===== config.mk =====
export PLATFORM = sky130hd
export DESIGN_NAME = pdp1_mdu
export DESIGN_NICKNAME = d
export VERILOG_FILES = /design/src/rtl/pdp1_mdu_pkg.sv /design/src/rtl/pdp1_oc_mag.sv /design/src/rtl/pdp1_mdu.sv
export SDC_FILE = /design/constraint.sdc
export NUM_CORES = 1
export LEC_CHECK = 0
export ABC_CLOCK_PERIOD_IN_PS = 3250
export CAP_MARGIN = 15
export CELL_PAD_IN_SITES_DETAIL_PLACEMENT = 1
export CELL_PAD_IN_SITES_GLOBAL_PLACEMENT = 2
export CORE_MARGIN = 2
export CORE_UTILIZATION = 33
export CTS_CLUSTER_DIAMETER = 50
export CTS_CLUSTER_SIZE = 25
export DETAILED_ROUTE_END_ITERATION = 16
export GPL_TIMING_DRIVEN = 0
export PLACE_DENSITY_LB_ADDON = 0.12
export SYNTH_ARGS = -nofsm -noshare
export SYNTH_HDL_FRONTEND = slang
export SYNTH_SLANG_ARGS = --single-unit

===== constraint.sdc =====
create_clock -name clk -period 3.25 [get_ports clk]
set_clock_uncertainty 0.1 [all_clocks]
set_input_delay 0.65 -clock clk [delete_from_list [all_inputs] [get_ports clk]]
set_output_delay 0.65 -clock clk [all_outputs]
set_load 0.005 [all_outputs]

===== src/rtl/pdp1_mdu_pkg.sv =====
// Shared constants for the PDP-1D multiply/divide unit: op codes and FSM state encodings.
package pdp1_mdu_pkg;

  localparam logic PDP1_MDU_MUL = 1'b0;
  localparam logic PDP1_MDU_DIV = 1'b1;

  localparam logic [2:0] PDP1_MDU_IDLE = 3'd0;
  localparam logic [2:0] PDP1_MDU_PREP = 3'd1;
  localparam logic [2:0] PDP1_MDU_RUN  = 3'd2;
  localparam logic [2:0] PDP1_MDU_FIN  = 3'd3;
  localparam logic [2:0] PDP1_MDU_DONE = 3'd4;

endpackage


===== src/rtl/pdp1_oc_mag.sv =====
// Ones-complement helper: splits a word into sign/magnitude and re-applies a sign to a
// magnitude, forcing +0 when the value is flagged zero so that -0 is never produced.
module pdp1_oc_mag #(
  parameter int W = 18
) (
  input  logic [0:W-1] i_word,
  output logic         o_sign,
  output logic [W-2:0] o_mag,
  input  logic         i_sign,
  input  logic         i_nz,
  input  logic [W-2:0] i_mag,
  output logic [0:W-1] o_word
);

  assign o_sign = i_word[0];
  assign o_mag  = i_word[1:W-1] ^ {(W-1){i_word[0]}};
  assign o_word = (i_sign && i_nz) ? ~{1'b0, i_mag} : {1'b0, i_mag};

endmodule


===== src/rtl/pdp1_mdu.sv =====
// Iterative ones-complement multiply/divide unit for PDP-1D mul/div.
// Define PDP1_MDU_DIV_EN to build the divide datapath; otherwise every DIV reports overflow.
module pdp1_mdu
  import pdp1_mdu_pkg::*;
#(
  parameter int W = 18
) (
  input  logic         clk,
  input  logic         rst,
  input  logic         md_start,
  input  logic         md_op,
  input  logic [0:W-1] md_a,
  input  logic [0:W-1] md_b,
  input  logic [0:W-1] md_c,
  output logic [0:W-1] md_hi,
  output logic [0:W-1] md_lo,
  output logic         md_busy,
  output logic         md_done,
  output logic         md_ovfl
);

  localparam int CW = $clog2(W);

  logic [2:0]    r_state;
  logic [CW-1:0] r_cnt;
  logic          r_op;
  logic [0:W-1]  r_a, r_b, r_c, r_hi, r_lo;
  logic          r_ovfl;
  logic [W-2:0]  r_acc, r_q, r_d;
  logic          r_sq, r_sr;

  logic          w_sa, w_sc;
  logic [W-2:0]  w_ma, w_mc;
  logic [0:W-1]  w_hi_word, w_lo_word;
  logic [W-2:0]  w_hi_mag, w_lo_mag;
  logic          w_prod_nz, w_hi_nz, w_lo_nz;
  logic [W-1:0]  w_sum;

  // Operand a/c conversion shares each instance with one result word's sign fix-up.
  pdp1_oc_mag #(.W(W)) u_oc_a (
    .i_word (r_a),
    .o_sign (w_sa),
    .o_mag  (w_ma),
    .i_sign (r_sq),
    .i_nz   (w_hi_nz),
    .i_mag  (w_hi_mag),
    .o_word (w_hi_word)
  );

  pdp1_oc_mag #(.W(W)) u_oc_c (
    .i_word (r_c),
    .o_sign (w_sc),
    .o_mag  (w_mc),
    .i_sign (r_sr),
    .i_nz   (w_lo_nz),
    .i_mag  (w_lo_mag),
    .o_word (w_lo_word)
  );

  // MUL: acc holds the high half, q the multiplier shifting out / product low half in.
  assign w_sum = {1'b0, r_acc} + (r_q[0] ? {1'b0, r_d} : '0);

`ifdef PDP1_MDU_DIV_EN
  logic [W-2:0] w_mb;
  logic [W-1:0] w_rs;
  logic [W-2:0] w_rdiff;
  logic         w_qbit;
  logic         w_div_ovf;

  assign w_mb      = r_b[1:W-1] ^ {(W-1){w_sa}};
  assign w_rs      = {r_acc, r_q[W-2]};
  assign w_rdiff   = w_rs[W-2:0] - r_d;
  assign w_qbit    = (w_rs >= {1'b0, r_d});
  assign w_div_ovf = (w_ma >= w_mc);
`endif

  // DIV leaves quotient in q and remainder in acc; MUL leaves high half in acc.
  assign w_prod_nz = |{r_acc, r_q};
  assign w_hi_mag  = r_op ? r_q : r_acc;
  assign w_lo_mag  = r_op ? r_acc : r_q;
  assign w_hi_nz   = r_op ? |r_q : w_prod_nz;
  assign w_lo_nz   = r_op ? |r_acc : w_prod_nz;

  always_ff @(posedge clk) begin
    if (rst) begin
      r_state <= PDP1_MDU_IDLE;
      r_cnt   <= '0;
      r_op    <= 1'b0;
      r_a     <= '0;
      r_b     <= '0;
      r_c     <= '0;
      r_hi    <= '0;
      r_lo    <= '0;
      r_ovfl  <= 1'b0;
      r_acc   <= '0;
      r_q     <= '0;
      r_d     <= '0;
      r_sq    <= 1'b0;
      r_sr    <= 1'b0;
    end else begin
      case (r_state)
        PDP1_MDU_IDLE, PDP1_MDU_DONE: begin
          if (md_start) begin
            r_state <= PDP1_MDU_PREP;
            r_op    <= md_op;
            r_a     <= md_a;
            r_b     <= md_b;
            r_c     <= md_c;
            r_ovfl  <= 1'b0;
          end else begin
            r_state <= PDP1_MDU_IDLE;
          end
        end
        PDP1_MDU_PREP: begin
          r_sq  <= w_sa ^ w_sc;
          r_sr  <= (r_op == PDP1_MDU_DIV) ? w_sa : (w_sa ^ w_sc);
          r_cnt <= CW'(W - 2);
          if (r_op == PDP1_MDU_DIV) begin
`ifdef PDP1_MDU_DIV_EN
            if (w_div_ovf) begin
              r_ovfl  <= 1'b1;
              r_hi    <= r_a;
              r_lo    <= r_b;
              r_state <= PDP1_MDU_DONE;
            end else begin
              r_acc   <= w_ma;
              r_q     <= w_mb;
              r_d     <= w_mc;
              r_state <= PDP1_MDU_RUN;
            end
`else
            r_ovfl  <= 1'b1;
            r_hi    <= r_a;
            r_lo    <= r_b;
            r_state <= PDP1_MDU_DONE;
`endif
          end else begin
            r_acc   <= '0;
            r_q     <= w_mc;
            r_d     <= w_ma;
            r_state <= PDP1_MDU_RUN;
          end
        end
        PDP1_MDU_RUN: begin
`ifdef PDP1_MDU_DIV_EN
          if (r_op == PDP1_MDU_DIV) begin
            r_acc <= w_qbit ? w_rdiff : w_rs[W-2:0];
            r_q   <= {r_q[W-3:0], w_qbit};
          end else
`endif
          begin
            r_acc <= w_sum[W-1:1];
            r_q   <= {w_sum[0], r_q[W-2:1]};
          end
          if (r_cnt == '0) begin
            r_state <= PDP1_MDU_FIN;
          end else begin
            r_cnt <= r_cnt - CW'(1);
          end
        end
        PDP1_MDU_FIN: begin
          r_hi    <= w_hi_word;
          r_lo    <= w_lo_word;
          r_state <= PDP1_MDU_DONE;
        end
        default: r_state <= PDP1_MDU_IDLE;
      endcase
    end
  end

  assign md_hi   = r_hi;
  assign md_lo   = r_lo;
  assign md_ovfl = r_ovfl;
  assign md_done = (r_state == PDP1_MDU_DONE);
  assign md_busy = (r_state == PDP1_MDU_PREP) || (r_state == PDP1_MDU_RUN) ||
                   (r_state == PDP1_MDU_FIN);

endmodule


# --- Word level (Yosys, flattened, before mapping) ---
# Cells that the tools add are included.
word_totals:
  register_bits: 153
  inputBits: 58
  wordCells: 75
classes:
  addsub: 2
  n_eq_ne: 9
  muxes: 25
  bitwise_logic: 6
  n_reduce_logical: 19
op_table:
  columns: ["cell", "n"]
  rows:
  - ["$mux 17", 5]
  - ["$mux 18", 4]
  - ["$pmux 18 s2", 2]
  - ["$pmux 17 s2", 2]
  - ["$not 17->18", 2]
  - ["$reduce_or 17->1", 2]
  - ["$reduce_or 34->1", 1]
  - ["$xor 17x17->17", 2]
  - ["$add 17x17->18", 1]
  - ["$pmux 3 s4", 1]
  - ["$ne 2x2->1 const B", 5]
  - ["$pmux 5 s2", 1]
  - ["$reduce_and 2->1", 5]
  - ["$eq 3x2->1 const B", 2]
  - ["$mux 1", 6]
  - ["$mux 3", 2]
  - ["$reduce_bool 2->1", 3]
  - ["$logic_not 5->1", 1]
  - ["$mux 5", 1]
  - ["$sub 5x1->5 const B", 1]
  - ["$eq 3x1->1 const B", 1]
  - ["$eq 3x3->1 const B", 1]
  - ["$logic_not 3->1", 1]
  - ["$reduce_and 3->1", 1]
  - ["6 further kinds", 8]

# --- Logic depth before layout (Yosys ltp) ---
# Gate-level depths: netlist (run 1).
logic_depth:
  ltp_word: 5
  ltp_mapped: 13

# --- By module ---
# Synthesis (run 1) repeated with hierarchy kept, for this count alone.
hier_totals:
  cells_unflattened: 954
  hier_area_um2: 8160.3
by_module_without_submodules:
  columns: ["mod", "instances", "cells_per_inst", "area_per_inst_um2", "seq_area_each_um2"]
  rows:
  - ["pdp1_mdu", 1, 874, 7444.6, 3062.9]
  - ["pdp1_oc_mag", 2, 40, 357.8, 0.0]

# --- Worst setup path after synthesis (run 1) ---
# Ideal clock, no wire load.
synth_timing:
  path_kind: "reg-to-reg"
  from: "register r_q[0]"
  to: "register r_acc[15]"
  setup_time_ns: 0.117
  arrival_time_ns: 2.529
  required_ns: 3.033
  slack_ns: 0.504
  path_stages_with_launch: 14
  period_less_slack_ns: 2.746
  path_cell_list: "dfxtp_1 clkbuf_1 and2_1 ha_1 inv_1 fa_1 nand2b_1 a21oi_1 o21ai_0 a21bo_2 o211ai_1 a31oi_1 xnor2_1 a22o_1"
synth_via:
  elab_chain_len: 3
synth_rtl:
  columns: ["item", "line", "rtl"]
  rows:
  - ["start: declaration", "pdp1_mdu.sv:29", "logic [W-2:0] r_acc, r_q, r_d;"]
  - ["start signal: assignment", "pdp1_mdu.sv:139", "r_q <= w_mc;"]
  - ["start signal: assignment", "pdp1_mdu.sv:153", "r_q <= {w_sum[0], r_q[W-2:1]};"]
  - ["$mux 17", "pdp1_mdu.sv:61", "assign w_sum = {1'b0, r_acc} + (r_q[0] ? {1'b0, r_d} : '0);"]
  - ["$add 17x17->18", "pdp1_mdu.sv:61", null]
  - ["$pmux 17 s2", "pdp1_mdu.sv:101", "case (r_state)"]
  - ["end signal: assignment", "pdp1_mdu.sv:152", "r_acc <= w_sum[W-1:1];"]
  - ["end: declaration", "pdp1_mdu.sv:29", null]
# No other way between the ends.
# A chain may end at the register's enable or synchronous reset.

# --- Worst setup path in the final report (run 1) ---
# Same ends and word-level chain as after synthesis.

==> results.md, run 1 <==
* Status: finished clean
* Crit. Startpoint: r_q[0]$_SDFFE_PP0P_
* Avg WL per Cell at 20.5 um
* Vias in the first global route at 7,531
* Endpoints failing setup at 0
* Remaining DRCs at 0
* Crit. End Element: flip-flop
* Antenna Cells at 0
* Vias per inst at 5.22
* ANT nets after route at 0
* Crit share post-route at 0.929
* Worst r2r src: r_q[0]$_SDFFE_PP0P_
* CP max-delay cell: dfxtp_2
* Pin count of the biggest net entering global routing at 17
* Die area at 0.0252 mm2
* Req. time, crit path at 3.47 ns
* P per Cell Area at 558 mW/mm2
* DP Area at 0.00927 mm2
* Post-synthesis cell type count at 50
* Worst Path Arrival at 3.24 ns
* Path type of the worst min-delay path: flip-flop to flip-flop
* Dpl hpwl at 22,600 um
* Measured slew at the worst slew-check pin at 0.919 ns
* Net count after synthesis at 1,070
* Antenna violations before repair at 0
* Root Driver: clkbuf_16
* Clock Latency Late Sink at 0.43 ns
* Share of cells above drive strength 1 at 0.0509
* Num CTS Buffers at 17
* Delay-heaviest family, CP: compound AO/OA/AOI/OAI gates
* Fin crit period at 3.02 ns
* Max Buffers Root-to-Sink at 2
* Critical path class: flip-flop to flip-flop
* Mapped Avg Cell Area at 7.97 um2
* Height of the die at 159 um
* Area delta synth->final at 25.2%
* Synth top area cells: dfxtp_1, nand2_1, xnor2_1
* CTS tree: done
* Final hold vios at 0
* RSZ-0062 raised after global routing: no
* Critical path buffer and inverter count at 2
* VDD IR max at 0.000288 V
* Commonest cells after routing, fill and taps aside: nand2_1, dfxtp_1, a21oi_1, clkdlybuf4s50_1, xnor2_1
* Cell count after synthesis at 992
* Commonest non-fill, non-tap cell in the layout: nand2_1
* Max Slew Vio Count at 0
* Io pins at 97
* RePlAce Congestion at 0.847
* Final TNS setup at 0 ns
* Crit path cell chain: clkbuf_4, and2_1, ha_2, inv_1, fa_1, nand2b_1, a21oi_1, o21ai_1, a21bo_2, o211ai_1, a31oi_1, xnor2_1, a22o_1
* Slew HR at 0.382
* Starting Density at 0.337
* Crit start category: flip-flop
* Vias at 7,509
* Post-synth top area share at 0.387
* Fin Hold WS at 0.355 ns
* Drt first pass iters at 5
* Core box area at 0.0235 mm2
* CTS sink cnt at 153
* IO Port Bufs at 96
* Synth Warn # at 0
* Drt initial violations at 490
* Maxcap violations at 0
* Final wirelength at 29,500 um
* First-pass GRT wire length at 45,300 um
* H-Tree Depth at 4
* Hold buffer count at cts at 0
* Mapped Area at 0.00791 mm2
* Seq cells post-synth at 153
* Worst Min Path Start: r_b[7]$_SDFFE_PP0P_
* Clock transition at path regs at 0.06 ns
* Final Cell Area at 0.00991 mm2
* Largest area contributor in the netlist: dfxtp_1
* Gr usage total at 0.235
* Placement Rows at 56
* Max Clock Freq at 0.331 GHz
* CP peak stage delay at 0.39 ns
* Seq/Total Area, Yosys at 0.387
* Critical path peak fanout at 10
* Final #Nets at 1,186
* GRT overflow at 0
* Chip Width at 159 um
* Leak at 0.00338 uW
-- area by class of cell --
cell class | count | area [um2]
Inverter | 8 | 30.0
Clock inverter | 12 | 190
Fill cell | 2846 | 13600
Multi-Input combinational cell | 758 | 4530
Clock buffer | 18 | 429
Tap cell | 319 | 399
Timing Repair Buffer | 97 | 966
Sequential cell | 153 | 3060
Buffer | 73 | 295
-- Yosys cell counts (all sizes together) --
| cell type | count |
|---|---|
| a211o | 2 |
| a211oi | 22 |
| a21bo | 1 |
| a21boi | 1 |
| a21o | 6 |
| a21oi | 129 |
| a221o | 8 |
| a221oi | 1 |
| a22o | 10 |
| a311oi | 2 |
| a31oi | 9 |
| and2 | 21 |
| and3 | 2 |
| buf | 15 |
| clkbuf | 58 |
| dfxtp | 153 |
| fa | 1 |
| ha | 19 |
| inv | 8 |
| mux2 | 6 |
| mux2i | 25 |
| mux4 | 1 |
| nand2 | 218 |
| nand2b | 11 |
| nand3 | 14 |
| nand4 | 3 |
| nor2 | 58 |
| nor2b | 5 |
| nor3 | 11 |
| nor4 | 8 |
| nor4b | 2 |
| o211ai | 25 |
| o21a | 1 |
| o21ai | 28 |
| o21bai | 2 |
| o221ai | 8 |
| o22ai | 1 |
| o311ai | 1 |
| or2 | 1 |
| or3 | 1 |
| or4b | 1 |
| xnor2 | 79 |
| xor2 | 14 |
-- kinds of logic after synthesis --
family / synth area share
AND/OR/NAND/NOR: 0.194
buffers and inverters: 0.0405
flip-flops: 0.387
AO/OA/AOI/OAI: 0.199
XOR/XNOR: 0.103
multiplexers: 0.0430
adder cells (fa/ha/maj): 0.0326
-- registers in the layout, summed over array words and instances (netlist names), 3 cells and up --
name,cells
md_hi,18
md_lo,18
r_a,18
r_acc,17
r_b,18
r_c,18
r_cnt,5
r_d,17
r_q,17
r_state,3
-- timing repair --
item                                    CTS  global route
endpoints found under the setup margin    3             6
setup buffers                             0             0
gates resized for setup                   2             6
-- worst register-to-register path: stages, from the launching register on --
cell and delay, ns:
dfxtp_2 0.39, clkbuf_4 0.20, and2_1 0.13, ha_2 0.22, inv_1 0.07, fa_1 0.37
nand2b_1 0.20, a21oi_1 0.20, o21ai_1 0.13, a21bo_2 0.25, o211ai_1 0.22, a31oi_1 0.13
xnor2_1 0.13, a22o_1 0.19
-- per-stage QoR --
step / setup WS, ns / instances / power, uW / utilization
2_1_floorplan: 0.504 / 992 / 2940 / -
3_3_place_gp: -0.0499 / 1407 / 3380 / 0.395
3_5_place_dp: -0.0686 / 1408 / 3400 / 0.395
4_1_cts: 0.0449 / 1438 / 5560 / 0.422
5_1_grt: 0.0128 / 1438 / 5780 / 0.422
6_report: 0.230 / 1438 / 5530 / 0.422
-- worst paths after layout --
check / endpoint / slack, ns / cells after the start
setup / recovery: r_acc[15]$_SDFFE_PP0P_ / 0.23 / 13
hold / removal: r_b[7]$_SDFFE_PP0P_ / 0.36 / 2
setup reg to reg: r_acc[15]$_SDFFE_PP0P_ / 0.23 / 13
hold reg to reg: r_b[7]$_SDFFE_PP0P_ / 0.36 / 2
-- layer usage --
metal | vias up | track usage | share of wire
li1 | 3657 | - | -
met1 | 3631 | 0.333 | 0.50
met2 | 193 | 0.375 | 0.44
met3 | 28 | 0.0421 | 0.051
met4 | 0 | 0.0430 | 0.011
met5 | - | 0 | 0
-- power by group --
part           switching (uW)  leakage (uW)  internal, uW
Sequential                185       0.00125          2020
Clock                     866      0.000301          1300
Combinational             692       0.00183           466
Note: power is estimated with default switching activity, not from simulation.
==> run 2, diff against run 1 <==
CAP_MARGIN = default   (was 15)
RECOVER_POWER = 100   (was default)
==> run 2 against run 1 <==
Against the previous run:
- global-route usage barely moved
- largest cell class unchanged
- highest routed layer unchanged
- critical path type unchanged
- register-to-register slack got worse by 0.07 ns
- first-iteration DRC count rose by 1.8%
- flip-flop and latch count did not move
- worst hold slack improved by 0.0012 ns
- combinational power barely moved
- non-clock buffer count fell by 1
==> results.md, run 2 (same netlist as run 1, synthesis figures left out) <==
* Fill count at 2,839
* Commonest cells after routing, fill and taps aside: nand2_1, dfxtp_1, a21oi_1, xnor2_1, clkbuf_1
* Clock transition at path regs at 0.06 ns
* Endpoints failing setup at 0
* Cells on worst reg2reg path at 8
* Multi-input logic area at 0.00453 mm2
* Power, Total at 5530 uW
* Crit. Startpoint: r_acc[3]$_SDFFE_PP0P_
* Drt initial violations at 499
* Die area at 0.0252 mm2
* Grt met2 use at 0.372
* Crit path cell chain: nor4_1, nand4_1, nor4_4, nand2_1, nand2_1, clkbuf_2, xnor2_1, a221o_1
* VDD IR max at 0.000277 V
* Io pins at 97
* WHS Path Cells at 2
* Final hold vios at 0
* Critical path peak fanout at 10
* Status: finished clean
* Slew HR at 0.139
* Fin crit period at 3.09 ns
* Met3 usage at 0.0376
* Starting Density at 0.337
* Root Driver: clkbuf_16
* Req. time, crit path at 3.46 ns
* CTS tree: done
* # Post-CTS Setup Buffers at 0
* Worst Min Path Start: r_b[7]$_SDFFE_PP0P_
* Antenna violations before repair at 0
* H-Tree Depth at 4
* Placement Rows at 56
* Avg WL per Cell at 20.7 um
* Worst Path Arrival at 3.30 ns
* Area delta synth->final at 25.0%
* Gr usage total at 0.235
* GRT overflow at 0
* Max Buffers Root-to-Sink at 2
* Crit start category: flip-flop
* CP peak stage delay at 0.53 ns
* Num CTS Buffers at 17
* Antenna Cells at 0
* Height of the die at 159 um
* Drt first pass iters at 5
* Global route hottest layer: met2
* Chip Width at 159 um
* Final TNS setup at 0 ns
* Clock Latency Late Sink at 0.44 ns
* Crit path top cell by count: nand2_1
* Critical path class: flip-flop to flip-flop
* Routing usage on met1 at 0.332
* Maxcap violations at 0
* Max Slew Vio Count at 0
* Final core occ at 0.421
* Layout Cells excl Fill at 1,437
* Commonest non-fill, non-tap cell in the layout: nand2_1
* Max Clock Freq at 0.324 GHz
* Path type of the worst min-delay path: flip-flop to flip-flop
* Remaining DRCs at 0
* Final #Nets at 1,185
* Register area at 0.00306 mm2
* Crit share post-route at 0.950
* Vias at 7,449
* Delay-heaviest family, CP: simple AND/OR/NAND/NOR gates
* Vias per inst at 5.18
* Share of cells above drive strength 1 at 0.0483
* Post-placement cell count at 1,407
* CTS sink cnt at 153
* P per Cell Area at 559 mW/mm2
* RSZ-0062 raised after global routing: no
* Final wirelength at 29,700 um
* RePlAce Congestion at 0.847
* ANT nets after route at 0
* Leak at 0.00350 uW
* Critical path depth at 8
* Vias in the first global route at 7,550
* Critical path buffer and inverter count at 1
* CP max-delay cell: nor4_4
* Measured slew at the worst slew-check pin at 1.28 ns
* Crit. End Element: flip-flop
* IO Port Bufs at 96
* Worst r2r src: r_acc[3]$_SDFFE_PP0P_
* Dpl hpwl at 22,600 um
* First-pass GRT wire length at 45,300 um
* Core box area at 0.0235 mm2
* Pin count of the biggest net entering global routing at 17
[run 2: layout make-up]
class                           instances  share of cell area
Timing Repair Buffer                   96              0.0972
Buffer                                 73              0.0292
Clock buffer                           18              0.0434
Inverter                                8             0.00304
Clock inverter                         12              0.0192
Tap cell                              319              0.0404
Sequential cell                       153               0.310
Multi-Input combinational cell        758               0.458
[run 2: power breakdown]
part           total, uW  switching, uW  internal (uW)
clock               2170            874           1300
sequential          2210            184           2020
combinational       1150            697            455
total               5530           1750           3780
[run 2: what timing repair did]
item | 4_1_cts | 5_1_grt
hold buffers | 0 | 0
gates resized for setup | 2 | 5
endpoints found under the hold margin | 0 | 0
endpoints found under the setup margin | 4 | 5
[run 2: final timing paths]
kind                                          endpoint  slack [ns]
worst max-delay path            md_hi[10]$_SDFFE_PP0P_        0.16
worst min-delay path               r_b[7]$_SDFFE_PP0P_        0.36
worst max register to register  md_hi[10]$_SDFFE_PP0P_        0.16
worst min register to register     r_b[7]$_SDFFE_PP0P_        0.36
[run 2: metrics by stage]
stage	hold slack (ns)	worst slack [ns]	area, um2
after floorplan	0.336	0.504	7910
after global placement	0.346	-0.0499	9270
after detailed placement	0.353	-0.0453	9270
after CTS	0.362	0.0585	9890
after global routing	0.388	0.0127	9890
final	0.356	0.163	9890
[run 2: layer usage]
| metal | up-vias | wire length, um |
|---|---|---|
| li1 | 3651 | - |
| met1 | 3581 | 14800 |
| met2 | 192 | 13100 |
| met3 | 25 | 1450 |
| met4 | 0 | 373 |
| met5 | - | 0 |
[run 2: worst register-to-register path, cell delays in order, from the launching register on]
cell,delay [ns]
dfxtp_1,0.44
nor4_1,0.39
nand4_1,0.19
nor4_4,0.53
nand2_1,0.27
nand2_1,0.26
clkbuf_2,0.38
xnor2_1,0.11
a221o_1,0.31
